### src/rtl/pc_r32i.sv
// Program counter for the RV32I fetch stage: sequential +PC_STEP or PC-relative branch.
// Optional macro PC_ALIGN_CHECK_EN rejects branch targets that are not word aligned.
module pc_r32i #(
  parameter int               dataW      = 32,
  parameter logic [dataW-1:0] RESET_ADDR = '0,
  parameter logic [dataW-1:0] PC_STEP    = dataW'(4)
) (
  input  logic             clock,
  input  logic             reset,
  input  logic             PCBranch,
  input  logic [dataW-1:0] BranchOffset,
  output logic [dataW-1:0] ProgAddr
`ifdef PC_ALIGN_CHECK_EN
  ,
  output logic             AddrMisaligned
`endif
);

  logic [dataW-1:0] pc;
  logic [dataW-1:0] seq_addr;
  logic [dataW-1:0] br_addr;
  logic             take_branch;

  // Both adders wrap modulo 2^dataW; carry-out is intentionally dropped.
  assign seq_addr = pc + PC_STEP;
  assign br_addr  = pc + BranchOffset;

`ifdef PC_ALIGN_CHECK_EN
  logic misaligned;
  assign misaligned  = PCBranch && (br_addr[1:0] != 2'b00);
  assign take_branch = PCBranch && !misaligned;

  always_ff @(posedge clock) begin
    if (reset) AddrMisaligned <= 1'b0;
    else       AddrMisaligned <= misaligned;
  end
`else
  assign take_branch = PCBranch;
`endif

  always_ff @(posedge clock) begin
    if (reset)            pc <= RESET_ADDR;
    else if (take_branch) pc <= br_addr;
    else                  pc <= seq_addr;
  end

  assign ProgAddr = pc;

endmodule

### config.mk
export PLATFORM = sky130hd
export DESIGN_NAME = pc_r32i
export DESIGN_NICKNAME = d
export VERILOG_FILES = /design/src/rtl/pc_r32i.sv
export SDC_FILE = /design/constraint.sdc
export NUM_CORES = 1
export LEC_CHECK = 0
export ABC_AREA = 1
export CORE_MARGIN = 3
export CORE_UTILIZATION = 56
export CTS_CLUSTER_DIAMETER = 120
export DETAILED_ROUTE_END_ITERATION = 10
export PLACE_DENSITY = 0.81
export REMOVE_ABC_BUFFERS = 1
export SYNTH_ARGS = -nofsm -noshare
export SYNTH_HDL_FRONTEND = slang
export SYNTH_SLANG_ARGS = --single-unit
### constraint.sdc
create_clock -name clock -period 2.26 [get_ports clock]
set_clock_uncertainty 0.1 [all_clocks]
set_input_delay 0.452 -clock clock [delete_from_list [all_inputs] [get_ports clock]]
set_output_delay 0.452 -clock clock [all_outputs]
set_load 0.005 [all_outputs]
## Yosys cells after proc, flatten, opt, wreduce, memory -nomap -nowiden

Index checks and enable logic that the tools add are counted.

- Bits in registers: 32
- Logic and storage cells: 4

- $add $sub $neg: 2
- Multiplexer cells: 1

Operators by type and width:

| cell | count |
|---|---|
| adder 32 x 3 -> 32 bit, second input constant | 1 |
| adder 32 bit | 1 |
| two-way mux 32 bit | 1 |

## Longest topological paths before layout

Gate-level depths: netlist of the first run.

- Depth in word-level cells: 2
- Gate-level depth with buffers: 13
- Gate-level depth less buffers: 13

## Worst setup path after synthesis of the first run

Ideal clock, no wire load.

- Path type: input -> register
- Start point: in BranchOffset[0]
- End point: reg pc[28], in the netlist ProgAddr[28]
- Data arrival time: 1,796 ps
- Required time: 2,027 ps
- Setup slack: 230 ps
- Stages: 13
- Path buffers: 0
- Path through: ha_1 -> inv_1 -> fa_1 -> inv_1 -> nand3_1 -> nand3_1 -> nand3_1 -> nand3_1 -> nand2_1 -> nand2_1 -> nand2_1 -> nand3_1 -> a21oi_2

- Cells in the longest elaborated chain, start to end: 2

Ends and longest elaborated chain:

| what | line | RTL |
|---|---|---|
| from (decl) | 11 | `input logic [dataW-1:0] BranchOffset,` |
| adder 32 bit | 26 | `assign br_addr = pc + BranchOffset;` |
| two-way mux 32 bit | 43 | `else if (take_branch) pc <= br_addr;` |
| to (signal assigned) | 43 |  |
| to (signal assigned) | 44 | `else pc <= seq_addr;` |
| to (decl) | 19 | `logic [dataW-1:0] pc;` |

Every way passes these cells.
A chain may end at the register's enable or synchronous reset.

## Final worst setup path of the first run

- Start point: in BranchOffset[5]
- End point: reg pc[10], in the netlist ProgAddr[10]

The elaborated chain is that of the path after synthesis.

==> results by group, run 1 <==
Final layout
  • Max FFs per register: 32
  • Synthesis-to-layout area growth: 46.2%
  • Layout cell share with drive strength beyond 1: 23.6%
  • Final nets: 996
  • Fin area: 6260 µm²
  • ANT cells: 0
  • # fillers: 435

Logic synthesis
  • Sequential cell area fraction in the yosys report: 15.0%
  • Synth Register Bits: 32
  • Main area contributors after synthesis: nand2_1 (26%), dfxtp_1 (15%), inv_1 (13%)
  • Most used DFF post-synth: dfxtp_1
  • Synth Area in Compound Gates: 10.6%
  • Post-synth top cells: nand2_1 (291), inv_1 (144), nor2_1 (68)
  • Post-Synth Adder-Cell Area: 9.82%
  • Post-synthesis mux area share: 0%
  • Top cell type by total area after synthesis: nand2_1
  • Asr flop ratio synth: 0%
  • Yosys cell types: 40
  • Top-count cell post-synth: nand2_1
  • Syn_area_per_cell: 5.44 µm²
  • Cell Area, Synth: 4280 µm²
  • Yosys warning count: 0
  • Xor and xnor area share after synthesis: 3.89%
  • Post-synth EDFFs: 0
  • Post-Synth Simple-Gate Area: 46.7%
  • Cell count after synthesis: 787
  • Post-synth top area share: 25.5%
  • Largest family of logic cells by synthesized area: simple AND/OR/NAND/NOR gates

Status
  • Status: complete, but fails checks
  • Failing checks: setup timing

STA
  • Maximum clock frequency: 433 MHz
  • Final setup viols: 3
  • Worst slew pin tran: 454 ps
  • Setup tns final: -76.5 ps
  • Period minus WS final: 2310 ps
  • Unrepaired setup endpoints after global routing: true
  • Slew Viols, Final: 0
  • Slew margin rel.: 69.7%
  • Period utilization: 102%
  • Final hold viol count: 0
  • Final WS setup: -50.8 ps

GRT
  • Pin count of the biggest net entering global routing: 33
  • Gr ovfl total: 0
  • Number of global-route vias before repair: 5,084
  • First-pass GRT wire length: 24.0 mm
  • GRT Util Overall: 35.4%
  • Antenna violations before repair: 0

Critical path
  • CP startpoint: BranchOffset[5]
  • CP required: 2330 ps
  • Crit-path max cell delay: 410 ps
  • WP data arrival: 2380 ps
  • Slowest CP cell: clkdlybuf4s50_1
  • WS Path Type: in2reg
  • Worst path most repeated cell: nand2_1
  • Crit. End Element: register
  • CP max FO: 3
  • Worst setup SP type: input pin
  • Worst-path cell chain: clkdlybuf4s50_1 > ha_1 > buf_4 > nand2_1 > nand2_1 > inv_1 > nand2_1 > nand2_1 > nand3_2 > buf_4 > nand2_1 > nand3_1 > o211ai_1 > inv_1
  • Reg-to-Reg Start: ProgAddr[14]

Floorplanning
  • Top Ports: 67
  • Die area: 8730 µm²
  • Core area: 7330 µm²
  • Starting Density: 58.4%
  • Std-Cell Rows: 31
  • Die Width: 93.4 µm
  • Die H: 93.4 µm

Drt
  • Drt total wl: 17.2 mm
  • Vias/cell: 5.60
  • Routed len/inst: 16.7 µm
  • Antenna viol nets, final: 0
  • Vias: 5,755
  • Post-route DRC violation count: 0
  • Iter 0 DRT Violations: 776
  • TritonRoute pass-1 iters: 6

Power
  • Total power: 3.12 mW
  • Power per cell area: 498 nW/µm²
  • Lkg Pwr: 3.28 nW
  • Worst vdd ir: 0.366 mV

Clocking
  • Worst-Skew Late Latency: 290 ps
  • Clk slew on worst S/H paths: 70 ps
  • CTS Hold Buffers Added: 0
  • Cts bufs inserted: 5
  • Clock buffer depth: 2
  • # H-tree levels: 2
  • CTS tree: done
  • CTS sink cnt: 32
  • CTS root buf: clkbuf_8

Placement
  • Routability cong.: 0.994
  • DP Area: 5600 µm²
  • IO buf count: 66
  • Hpwl dp: 12.6 mm

Job
  • Number of max-cap violations: 0

Worst hold path
  • Hold crit path type: reg2reg
  • Hold Path Origin: ProgAddr[0]
layout make-up:
class / count / area [µm²] / area share (%)
inverter: 150 / 563 / 8.99
clock buffer: 8 / 90.1 / 1.44
multi-input combinational: 596 / 3580 / 57.2
timing repair buffer: 143 / 1260 / 20.2
sequential: 32 / 641 / 10.2
tap: 99 / 124 / 1.98
through the flow:
stage                     hold WS, ps  utilization (%)  std cells  setup WS (ps)
after floorplan                   413                -        778            250
after global placement            426             76.3       1017           -336
after detailed placement          435             76.3       1017           -426
after CTS                         459             77.9       1025          -17.4
after global routing              518             85.4       1028           -105
final                             471             85.4       1028          -50.8
placed cells by master (no fill, tap or decap), types with 20 or more instances in the layout:
cell type and count:
a21oi_1 31, buf_4 75, clkdlybuf4s50_1 62, dfxtp_1 32
inv_1 141, nand2_1 261, nand2_2 31, nand3_1 42
nor2_1 51, nor2_2 20
path summary, 6_finish.rpt:
path	endpoint	slack, ps	depth (start not counted)
setup / recovery	ProgAddr[10]	-50	14
hold / removal	ProgAddr[0]	470	2
hold reg to reg	ProgAddr[0]	470	2
setup reg to reg	ProgAddr[28]	100	13
critical path: cells and delay by family:
family,cells,cell delay (ps)
adders and majority gates,1,330
buffers and inverters,5,900
and+or+nand+nor,7,590
AOI/OAI and AO/OA,1,120
kinds of logic (layout without fill, tap and decap cells):
family / Yosys count / after routing
compound gates: 81 / 81
xor+xnor: 19 / 19
fa+ha+maj: 33 / 33
buf+inv: 159 / 301
flops: 32 / 32
simple gates: 463 / 463
power by group:
part	leakage (nW)	total [mW]	switching [mW]	internal, mW
Sequential	0.265	0.747	0.114	0.633
Combinational	2.97	1.90	1.04	0.863
Clock	0.0455	0.468	0.220	0.249
routing by layer:
layer	track usage, %	up-vias	wire length (µm)
met5	0	-	0
met4	11.4	0	533
met3	7.16	68	2130
met2	54.9	370	7710
met1	48.8	2595	6820
li1	-	2722	-
what timing repair did:
| action | in CTS | in global routing |
|---|---|---|
| buffers inserted | 0 | 3 |
| endpoints found under the setup margin | 14 | 23 |
| gates resized for setup | 8 | 115 |
| pin swaps | 0 | 19 |
(Power assumes the default switching activity.)
==> run 2: changes to the inputs <==
--- a/config.mk
+++ b/config.mk
@@ -6,11 +6,14 @@
 export NUM_CORES = 1
 export LEC_CHECK = 0
 export ABC_AREA = 1
+export ABC_CLOCK_PERIOD_IN_PS = 2260
+export CELL_PAD_IN_SITES_DETAIL_PLACEMENT = 1
+export CELL_PAD_IN_SITES_GLOBAL_PLACEMENT = 1
 export CORE_MARGIN = 3
-export CORE_UTILIZATION = 56
+export CORE_UTILIZATION = 37
 export CTS_CLUSTER_DIAMETER = 120
 export DETAILED_ROUTE_END_ITERATION = 10
-export PLACE_DENSITY = 0.81
+export PLACE_DENSITY = 0.8
 export REMOVE_ABC_BUFFERS = 1
 export SYNTH_ARGS = -nofsm -noshare
 export SYNTH_HDL_FRONTEND = slang
==> results by group, run 2 (synthesis results as in run 1) <==
STA
  • Period utilization: 111% (was 102%)
  • Setup tns final: -1240 ps (was -76.5 ps)
  • Worst slew pin tran: 519 ps (was 454 ps)
  • Slew Viols, Final: 0 (unchanged)
  • Final WS setup: -246 ps (was -50.8 ps)
  • Final setup viols: 14 (was 3)
  • Slew margin rel.: 65.4% (was 69.7%)
  • Maximum clock frequency: 399 MHz (was 433 MHz)
  • Final hold viol count: 0 (unchanged)
  • Period minus WS final: 2510 ps (was 2310 ps)

Drt
  • Drt total wl: 27.4 mm (was 17.2 mm)
  • Antenna viol nets, final: 0 (unchanged)
  • Vias: 6,369 (was 5,755)
  • Vias/cell: 5.90 (was 5.60)
  • Routed len/inst: 25.4 µm (was 16.7 µm)
  • Iter 0 DRT Violations: 619 (was 776)
  • TritonRoute pass-1 iters: 6 (unchanged)
  • Post-route DRC violation count: 0 (unchanged)

Final layout
  • FF+latch area: 641 µm² (unchanged)
  • ANT cells: 0 (unchanged)
  • Final nets: 1,007 (was 996)
  • Max FFs per register: 32 (unchanged)
  • Layout cell share with drive strength beyond 1: 29.0% (was 23.6%)
  • Commonest non-fill, non-tap cell in the layout: nand2_1 (unchanged)
  • Most frequent cells in the layout: nand2_1 (247), inv_1 (140), buf_4 (87) (was nand2_1 (261), inv_1 (141), buf_4 (75))
  • Multi-input logic area: 3850 µm² (was 3580 µm²)
  • Synthesis-to-layout area growth: 58.4% (was 46.2%)
  • Fin util: 61.2% (was 85.4%)
  • # fillers: 1,485 (was 435)

Power
  • Worst vdd ir: 0.475 mV (was 0.366 mV)
  • Lkg Pwr: 3.56 nW (was 3.28 nW)
  • Power per cell area: 589 nW/µm² (was 498 nW/µm²)
  • Total power: 3.99 mW (was 3.12 mW)

Clocking
  • CTS root buf: clkbuf_16 (was clkbuf_8)
  • Clock buffer depth: 2 (unchanged)
  • CTS sink cnt: 32 (unchanged)
  • Worst-Skew Late Latency: 300 ps (was 290 ps)
  • Clk slew on worst S/H paths: 70 ps (about the same)
  • CTS tree: done (unchanged)
  • Cts bufs inserted: 5 (unchanged)
  • # H-tree levels: 2 (unchanged)

Critical path
  • WS Path Type: reg2reg (was in2reg)
  • Crit-path max cell delay: 440 ps (was 410 ps)
  • Worst path most repeated cell: nand2_1 (unchanged)
  • CP max FO: 3 (unchanged)
  • Crit-path leading delay family: simple AND/OR/NAND/NOR gates (was buffers and inverters)
  • Slowest CP cell: dfxtp_1 (was clkdlybuf4s50_1)
  • Worst-path cell chain: ha_4 > buf_4 > nand2_1 > nand2_1 > nand2_1 > nand2_1 > nand2_1 > nand2_2 > buf_4 > inv_1 > nand2_1 > nand2_1 > nand3_1 > a21oi_2 (was clkdlybuf4s50_1 > ha_1 > buf_4 > nand2_1 > nand2_1 > inv_1 > nand2_1 > nand2_1 > nand3_2 > buf_4 > nand2_1 > nand3_1 > o211ai_1 > inv_1)
  • Worst path depth: 14 (unchanged)
  • CP required: 2390 ps (was 2330 ps)
  • Worst setup SP type: register (was input pin)
  • WP buf/inv: 3 (was 5)
  • Crit. End Element: register (unchanged)
  • Depth of the worst register-to-register path: 14 (was 13)
  • WP data arrival: 2630 ps (was 2380 ps)

Placement
  • Hpwl dp: 16.0 mm (was 12.6 mm)
  • Dpl ws: -415 ps (was -426 ps)
  • Routability cong.: 0.904 (was 0.994)
  • IO buf count: 66 (unchanged)

GRT
  • First-pass GRT wire length: 32.6 mm (was 24.0 mm)
  • Gr ovfl total: 0 (unchanged)
  • Pin count of the biggest net entering global routing: 33 (unchanged)
  • Antenna violations before repair: 0 (unchanged)
  • GRT Util Overall: 32.3% (was 35.4%)
  • Number of global-route vias before repair: 6,187 (was 5,084)

Floorplanning
  • Core area: 11,100 µm² (was 7330 µm²)
  • Top Ports: 67 (unchanged)
  • Die area: 12,900 µm² (was 8730 µm²)
  • Die H: 114 µm (was 93.4 µm)
  • Starting Density: 38.6% (was 58.4%)
  • Std-Cell Rows: 38 (was 31)
  • Die Width: 114 µm (was 93.4 µm)

Job
  • Number of max-cap violations: 0 (unchanged)

Status
  • Status: complete, but fails checks (unchanged)
  • Failing checks: setup timing (unchanged)

Worst hold path
  • Hold crit path type: reg2reg (unchanged)
  • Hold path cells: 2 (unchanged)
[run 2: cell types whose count changed in the layout (fill, tap and decap cells not counted), sizes merged]
cell	before	now
dlygate4sd2	0	1
clkdlybuf4s50	62	45
dlymetal6s2s	4	20
buf	77	88
bufinv	0	1
clkbuf	8	7
[run 2: timing repair]
item	CTS	global route
pin swaps	12	28
hold buffers	0	0
setup buffers	0	2
endpoints found under the setup margin	23	27
gates resized for setup	45	148
[run 2: worst reg2reg max path, delay by kind of cell (launching register included)]
kind                     cells  cell delay, ps
flip-flops                   1             440
buffers and inverters        3             420
AND/OR/NAND/NOR              9            1080
AO/OA/AOI/OAI                1             160
adder cells (fa/ha/maj)      1             250
[run 2: layout make-up]
cell class | count | share of cell area (%)
clock inverters | 1 | 0.443
multi-input cells | 596 | 56.7
flip-flops and latches | 32 | 9.44
well taps | 140 | 2.58
inverters | 150 | 8.30
repair buffers | 154 | 20.3
clock buffers | 7 | 2.25
[run 2: metal layers]
metal	up-vias	routed length (µm)	global-route usage (%)
met2	419	12600	53.9
met5	-	0	0
li1	2740	-	-
met1	3070	10600	42.6
met4	0	1460	8.89
met3	140	2720	5.94
[run 2: worst paths after layout]
| path | from | endpoint | slack [ps] |
|---|---|---|---|
| hold reg to reg | ProgAddr[0] | ProgAddr[0] | 490 |
| setup reg to reg | ProgAddr[13] | ProgAddr[20] | -250 |
| hold / removal | ProgAddr[0] | ProgAddr[0] | 490 |
| setup / recovery | ProgAddr[13] | ProgAddr[20] | -250 |
[run 2: metrics by stage]
step	cells	instance area, µm²	hold WS, ps
after floorplan	778	4240	413
after global placement	1070	5730	434
after detailed placement	1070	5730	453
after CTS	1078	6070	472
after global routing	1080	6780	576
final	1080	6780	487
[run 2: power breakdown]
group	internal (mW)	switching (mW)
registers	0.633	0.132
logic	0.952	1.35
clock network	0.583	0.339
total	2.17	1.82
==> run 3: changes to the inputs <==
--- a/config.mk
+++ b/config.mk
@@ -5,15 +5,14 @@
 export SDC_FILE = /design/constraint.sdc
 export NUM_CORES = 1
 export LEC_CHECK = 0
-export ABC_AREA = 1
 export ABC_CLOCK_PERIOD_IN_PS = 2260
 export CELL_PAD_IN_SITES_DETAIL_PLACEMENT = 1
 export CELL_PAD_IN_SITES_GLOBAL_PLACEMENT = 1
 export CORE_MARGIN = 3
-export CORE_UTILIZATION = 37
+export CORE_UTILIZATION = 38
 export CTS_CLUSTER_DIAMETER = 120
 export DETAILED_ROUTE_END_ITERATION = 10
-export PLACE_DENSITY = 0.8
+export PLACE_DENSITY = 0.79
 export REMOVE_ABC_BUFFERS = 1
 export SYNTH_ARGS = -nofsm -noshare
 export SYNTH_HDL_FRONTEND = slang
==> results by group, run 3 <==
Status
  • Status: aborted with a tool error (was complete, but fails checks)
  • Exit stage: global routing
  • Stop err: [ERROR GRT-0232] Routing congestion too high. Check the congestion heatmap in the GUI.

Placement
  • Hpwl dp: 11.2 mm (was 16.0 mm)
  • Dpl ws: -1320 ps (was -415 ps)
  • Routability cong.: 0.892 (was 0.904)
  • IO buf count: 66 (unchanged)

GRT
  • Pin count of the biggest net entering global routing: 35
  • Antenna violations before repair: 1
  • GRT Util Overall: 70.9%
  • Gr ovfl total: 108

Floorplanning
  • Die Width: 98.3 µm (was 114 µm)
  • Die H: 98.3 µm (was 114 µm)
  • Std-Cell Rows: 33 (was 38)
  • Starting Density: 39.2% (was 38.6%)
  • Top Ports: 67 (unchanged)

Logic synthesis
  • Synth Register Bits: 32 (unchanged)
  • Top-count cell post-synth: nor2_1 (was nand2_1)
  • Yosys cell types: 53 (was 40)
  • Sequential cell area fraction in the yosys report: 19.8% (was 15.0%)
  • Post-synthesis mux area share: 1.27% (was 0%)
  • Cell Area, Synth: 3240 µm² (was 4280 µm²)
  • Largest family of logic cells by synthesized area: compound AO/OA/AOI/OAI gates (was simple AND/OR/NAND/NOR gates)
  • Main area contributors after synthesis: dfxtp_1 (20%), ha_1 (12%), xnor2_1 (10%) (was nand2_1 (26%), dfxtp_1 (15%), inv_1 (13%))
  • Xor and xnor area share after synthesis: 14.1% (was 3.89%)
  • Synth Area in Compound Gates: 26.2% (was 10.6%)
  • Yosys warning count: 0 (unchanged)
  • Asr flop ratio synth: 0% (unchanged)
  • Syn_area_per_cell: 7.64 µm² (was 5.44 µm²)
  • Post-Synth Simple-Gate Area: 22.5% (was 46.7%)
  • Cell count after synthesis: 424 (was 787)
  • Most used DFF post-synth: dfxtp_1 (unchanged)
  • Top cell type by total area after synthesis: dfxtp_1 (was nand2_1)
  • Post-synth top area share: 19.8% (was 25.5%)
  • Post-synth EDFFs: 0 (unchanged)
  • Post-Synth Adder-Cell Area: 13.0% (was 9.82%)
  • Post-synth top cells: nor2_1 (50), xnor2_1 (38), dfxtp_1 (32), ha_1 (32), a21oi_1 (31) (was nand2_1 (291), inv_1 (144), nor2_1 (68))

Clocking
  • CTS root buf: clkbuf_8 (was clkbuf_16)
  • CTS sink cnt: 32 (unchanged)
  • CTS Hold Buffers Added: 0 (unchanged)
  • Cts bufs inserted: 5 (unchanged)
  • Clock buffer depth: 2 (unchanged)
  • # H-tree levels: 2 (unchanged)

STA
  • Worst setup endpoint GRT: ProgAddr[24]$_SDFF_PP0_/D
  • Worst-path end type: register data pin
## run 3: cell types whose count changed after synthesis, sizes merged, moves of 6 or more
cell,change
a21o,+21
inv,-139
and4,+6
nor2,-27
a211oi,+23
a21oi,-18
clkbuf,+9
nand3,-41
xnor2,+31
nand2,-268
nand3b,-6
and3,+6
## run 3: logic make-up after synthesis
kind of cell,Yosys count
AOI/OAI and AO/OA,125
adders and majority gates,33
muxes,4
buffers and inverters,28
and+or+nand+nor,150
xor gates and xnor gates,52
DFF,32
## run 3: routing by layer
layer / overflow / track usage [%]
met2: 69 / 91.6
met1: 0 / 70.5
met5: 0 / 0
met4: 36 / 77.3
met3: 3 / 48.9
## run 3: through the flow
stage	setup TNS (ps)	instance area [µm²]	instances	hold slack [ps]
floorplan	-2500	3180	407	412
global placement	-18690	4940	708	454
detailed placement	-24080	4940	708	465
CTS	-5350	5670	726	486
## run 3: timing repair
action                                  in CTS
endpoints found under the setup margin      27
resized for setup                          143
buffers inserted                            16
pin swaps                                   58
==> run 4: changes to the inputs <==
==> config.mk (replaced) <==
export PLATFORM = sky130hd
export DESIGN_NAME = pc_r32i
export DESIGN_NICKNAME = d
export VERILOG_FILES = /design/src/rtl/pc_r32i.sv
export SDC_FILE = /design/constraint.sdc
export NUM_CORES = 1
export LEC_CHECK = 0
export ABC_CLOCK_PERIOD_IN_PS = 2260
export CORE_MARGIN = 3
export CORE_UTILIZATION = 40
export DETAILED_ROUTE_END_ITERATION = 10
export PLACE_DENSITY_LB_ADDON = 0.15
export REMOVE_ABC_BUFFERS = 1
export SYNTH_ARGS = -nofsm -noshare
export SYNTH_HDL_FRONTEND = slang
export SYNTH_SLANG_ARGS = --single-unit
==> results by group, run 4 <==
Status
  • Status: complete, but fails checks (was aborted with a tool error)
  • Failing checks: setup timing

Drt
  • Routed len/inst: 17.5 µm
  • Iter 0 DRT Violations: 283
  • Post-route DRC violation count: 0
  • Vias: 4,164
  • Antenna viol nets, final: 0
  • Vias/cell: 5.67
  • Drt total wl: 12.8 mm
  • TritonRoute pass-1 iters: 5

Logic synthesis
  • Main area contributors after synthesis: dfxtp_1 (20%), ha_1 (12%), xnor2_1 (10%) (unchanged)
  • Post-Synth Adder-Cell Area: 13.0% (unchanged)
  • Largest family of logic cells by synthesized area: compound AO/OA/AOI/OAI gates (unchanged)
  • Xor and xnor area share after synthesis: 14.1% (unchanged)
  • Sequential cell area fraction in the yosys report: 19.8% (unchanged)
  • Synth Register Bits: 32 (unchanged)
  • Post-Synth Simple-Gate Area: 22.5% (unchanged)
  • Yosys cell types: 53 (unchanged)
  • Yosys warning count: 0 (unchanged)
  • Cell Area, Synth: 3240 µm² (unchanged)
  • Top-count cell post-synth: nor2_1 (unchanged)
  • Syn_area_per_cell: 7.64 µm² (unchanged)
  • Most used DFF post-synth: dfxtp_1 (unchanged)
  • Top cell type by total area after synthesis: dfxtp_1 (unchanged)
  • Post-synth top area share: 19.8% (unchanged)
  • Asr flop ratio synth: 0% (unchanged)
  • Cell count after synthesis: 424 (unchanged)
  • Synth Area in Compound Gates: 26.2% (unchanged)
  • Post-synthesis mux area share: 1.27% (unchanged)
  • Post-synth EDFFs: 0 (unchanged)
  • Post-synth top cells: nor2_1 (50), xnor2_1 (38), dfxtp_1 (32), ha_1 (32), a21oi_1 (31) (unchanged)

Power
  • Lkg Pwr: 2.59 nW
  • Worst vdd ir: 0.277 mV
  • Power per cell area: 564 nW/µm²

Floorplanning
  • Die Width: 96.0 µm (was 98.3 µm)
  • Die H: 96.0 µm (was 98.3 µm)
  • Die area: 9220 µm²
  • Core area: 7810 µm²
  • Starting Density: 41.5% (was 39.2%)
  • Std-Cell Rows: 32 (was 33)
  • Top Ports: 67 (unchanged)

Final layout
  • Fin util: 77.1%
  • Layout cell share with drive strength beyond 1: 43.8%
  • Max FFs per register: 32
  • ANT cells: 0
  • Final nets: 699
  • Commonest non-fill, non-tap cell in the layout: buf_4
  • # fillers: 516
  • Synthesis-to-layout area growth: 85.8%
  • Multi-input logic area: 3290 µm²
  • Non-filler cells, final: 734
  • Most frequent cells in the layout: buf_4 (136), nor2_1 (45), clkdlybuf4s50_1 (40)
  • FF+latch area: 648 µm²
  • Fin area: 6020 µm²

GRT
  • Pin count of the biggest net entering global routing: 30
  • Antenna violations before repair: 0
  • Gr ovfl total: 0
  • Number of global-route vias before repair: 3,849
  • GRT Util Overall: 25.7%
  • First-pass GRT wire length: 18.9 mm

Clocking
  • Worst-Skew Late Latency: 290 ps
  • CTS Hold Buffers Added: 0 (unchanged)
  • CTS root buf: clkbuf_8 (unchanged)
  • Clock buffer depth: 2 (unchanged)
  • # H-tree levels: 2 (unchanged)
  • CTS tree: done
  • CTS sink cnt: 32 (unchanged)
  • Clk slew on worst S/H paths: 80 ps
  • Cts bufs inserted: 5 (unchanged)

STA
  • Slew margin rel.: 72.0%
  • Maximum clock frequency: 370 MHz
  • Period utilization: 119%
  • Slew Viols, Final: 0
  • Period minus WS final: 2700 ps
  • Unrepaired setup endpoints after global routing: true
  • Final setup viols: 19
  • Final WS setup: -439 ps
  • Worst slew pin tran: 417 ps
  • Final hold viol count: 0

Critical path
  • WS Path Type: reg2reg
  • Worst setup SP type: register
  • WP data arrival: 2810 ps
  • CP required: 2370 ps
  • CP max FO: 3
  • Crit. End Element: register

Placement
  • Hpwl dp: 8.40 mm (was 11.2 mm)
  • Placed cell count: 704 (was 708)
  • IO buf count: 66 (unchanged)
  • DP Area: 4930 µm² (was 4940 µm²)
  • Routability cong.: 0.909 (was 0.892)

Job
  • Number of max-cap violations: 0

Worst hold path
  • Hold crit path type: in2reg
-- run 4: cell counts after synthesis --
Identical to the previous run, type by type.
-- run 4: repair_timing --
| action | CTS | global route |
|---|---|---|
| setup buffers | 16 | 14 |
| cloned | 0 | 0 |
| pin swaps | 75 | 53 |
| endpoints found under the setup margin | 26 | 25 |
| hold endpoints to repair | 0 | 0 |
| resized for setup | 159 | 52 |
-- run 4: area by class of cell --
type	count	share of cell area (%)
Inverter	11	0.686
Multi-Input combinational cell	364	54.6
Sequential cell	32	10.8
Clock inverter	2	0.166
Tap cell	102	2.12
Timing Repair Buffer	217	30.3
Clock buffer	6	1.37
-- run 4: path summary, 6_finish.rpt --
| path | cells after the start | startpoint | slack [ps] | to |
|---|---|---|---|---|
| max | 11 | ProgAddr[0] | -440 | ProgAddr[24] |
| max reg2reg | 11 | ProgAddr[0] | -440 | ProgAddr[24] |
| min | 4 | BranchOffset[0] | 430 | ProgAddr[0] |
| min reg2reg | 2 | ProgAddr[31] | 480 | ProgAddr[31] |
-- run 4: metal layers --
| layer | GRT usage [%] | vias to the layer above | part of all wire [%] |
|---|---|---|---|
| li1 | - | 1966 | - |
| met1 | 34.9 | 1987 | 44 |
| met2 | 43.0 | 179 | 49 |
| met3 | 3.13 | 32 | 5.2 |
| met4 | 6.16 | 0 | 2.4 |
| met5 | 0 | - | 0 |
-- run 4: logic make-up (layout without fill, tap and decap cells) --
kind of cell	Yosys count	after routing
compound gates	125	125
mux	4	4
buf+inv	28	236
flops	32	32
xor+xnor	52	52
fa+ha+maj	33	33
simple gates	150	150
-- run 4: power by group --
| group | total, mW | internal, mW | leakage [nW] | switching [mW] |
|---|---|---|---|---|
| Clock | 0.491 | 0.244 | 0.0510 | 0.248 |
| Combinational | 2.19 | 1.19 | 2.27 | 0.996 |
| Sequential | 0.720 | 0.644 | 0.268 | 0.0767 |
-- run 4: through the flow --
| stage | power, mW | TNS, ps | hold WS, ps | setup WS, ps |
|---|---|---|---|---|
| final | 3.40 | -3130 | 425 | -439 |
| after global routing | 3.58 | -4920 | 482 | -533 |
| after CTS | 3.18 | -2970 | 440 | -424 |
| after detailed placement | 2.33 | -21820 | 459 | -1180 |
| after global placement | 2.30 | -19520 | 454 | -1080 |
| after floorplan | 1.51 | -2500 | 412 | -518 |
-- run 4: critical path, stage by stage (launching register included) --
cell and delay, ps:
dfxtp_2 340, ha_4 160, inv_2 50, fa_2 230, nor2b_4 50, o2111ai_2 200, a31oi_2 130, o41a_1 360
a31o_1 300, a311oi_4 390, xor2_1 110, a211oi_1 190
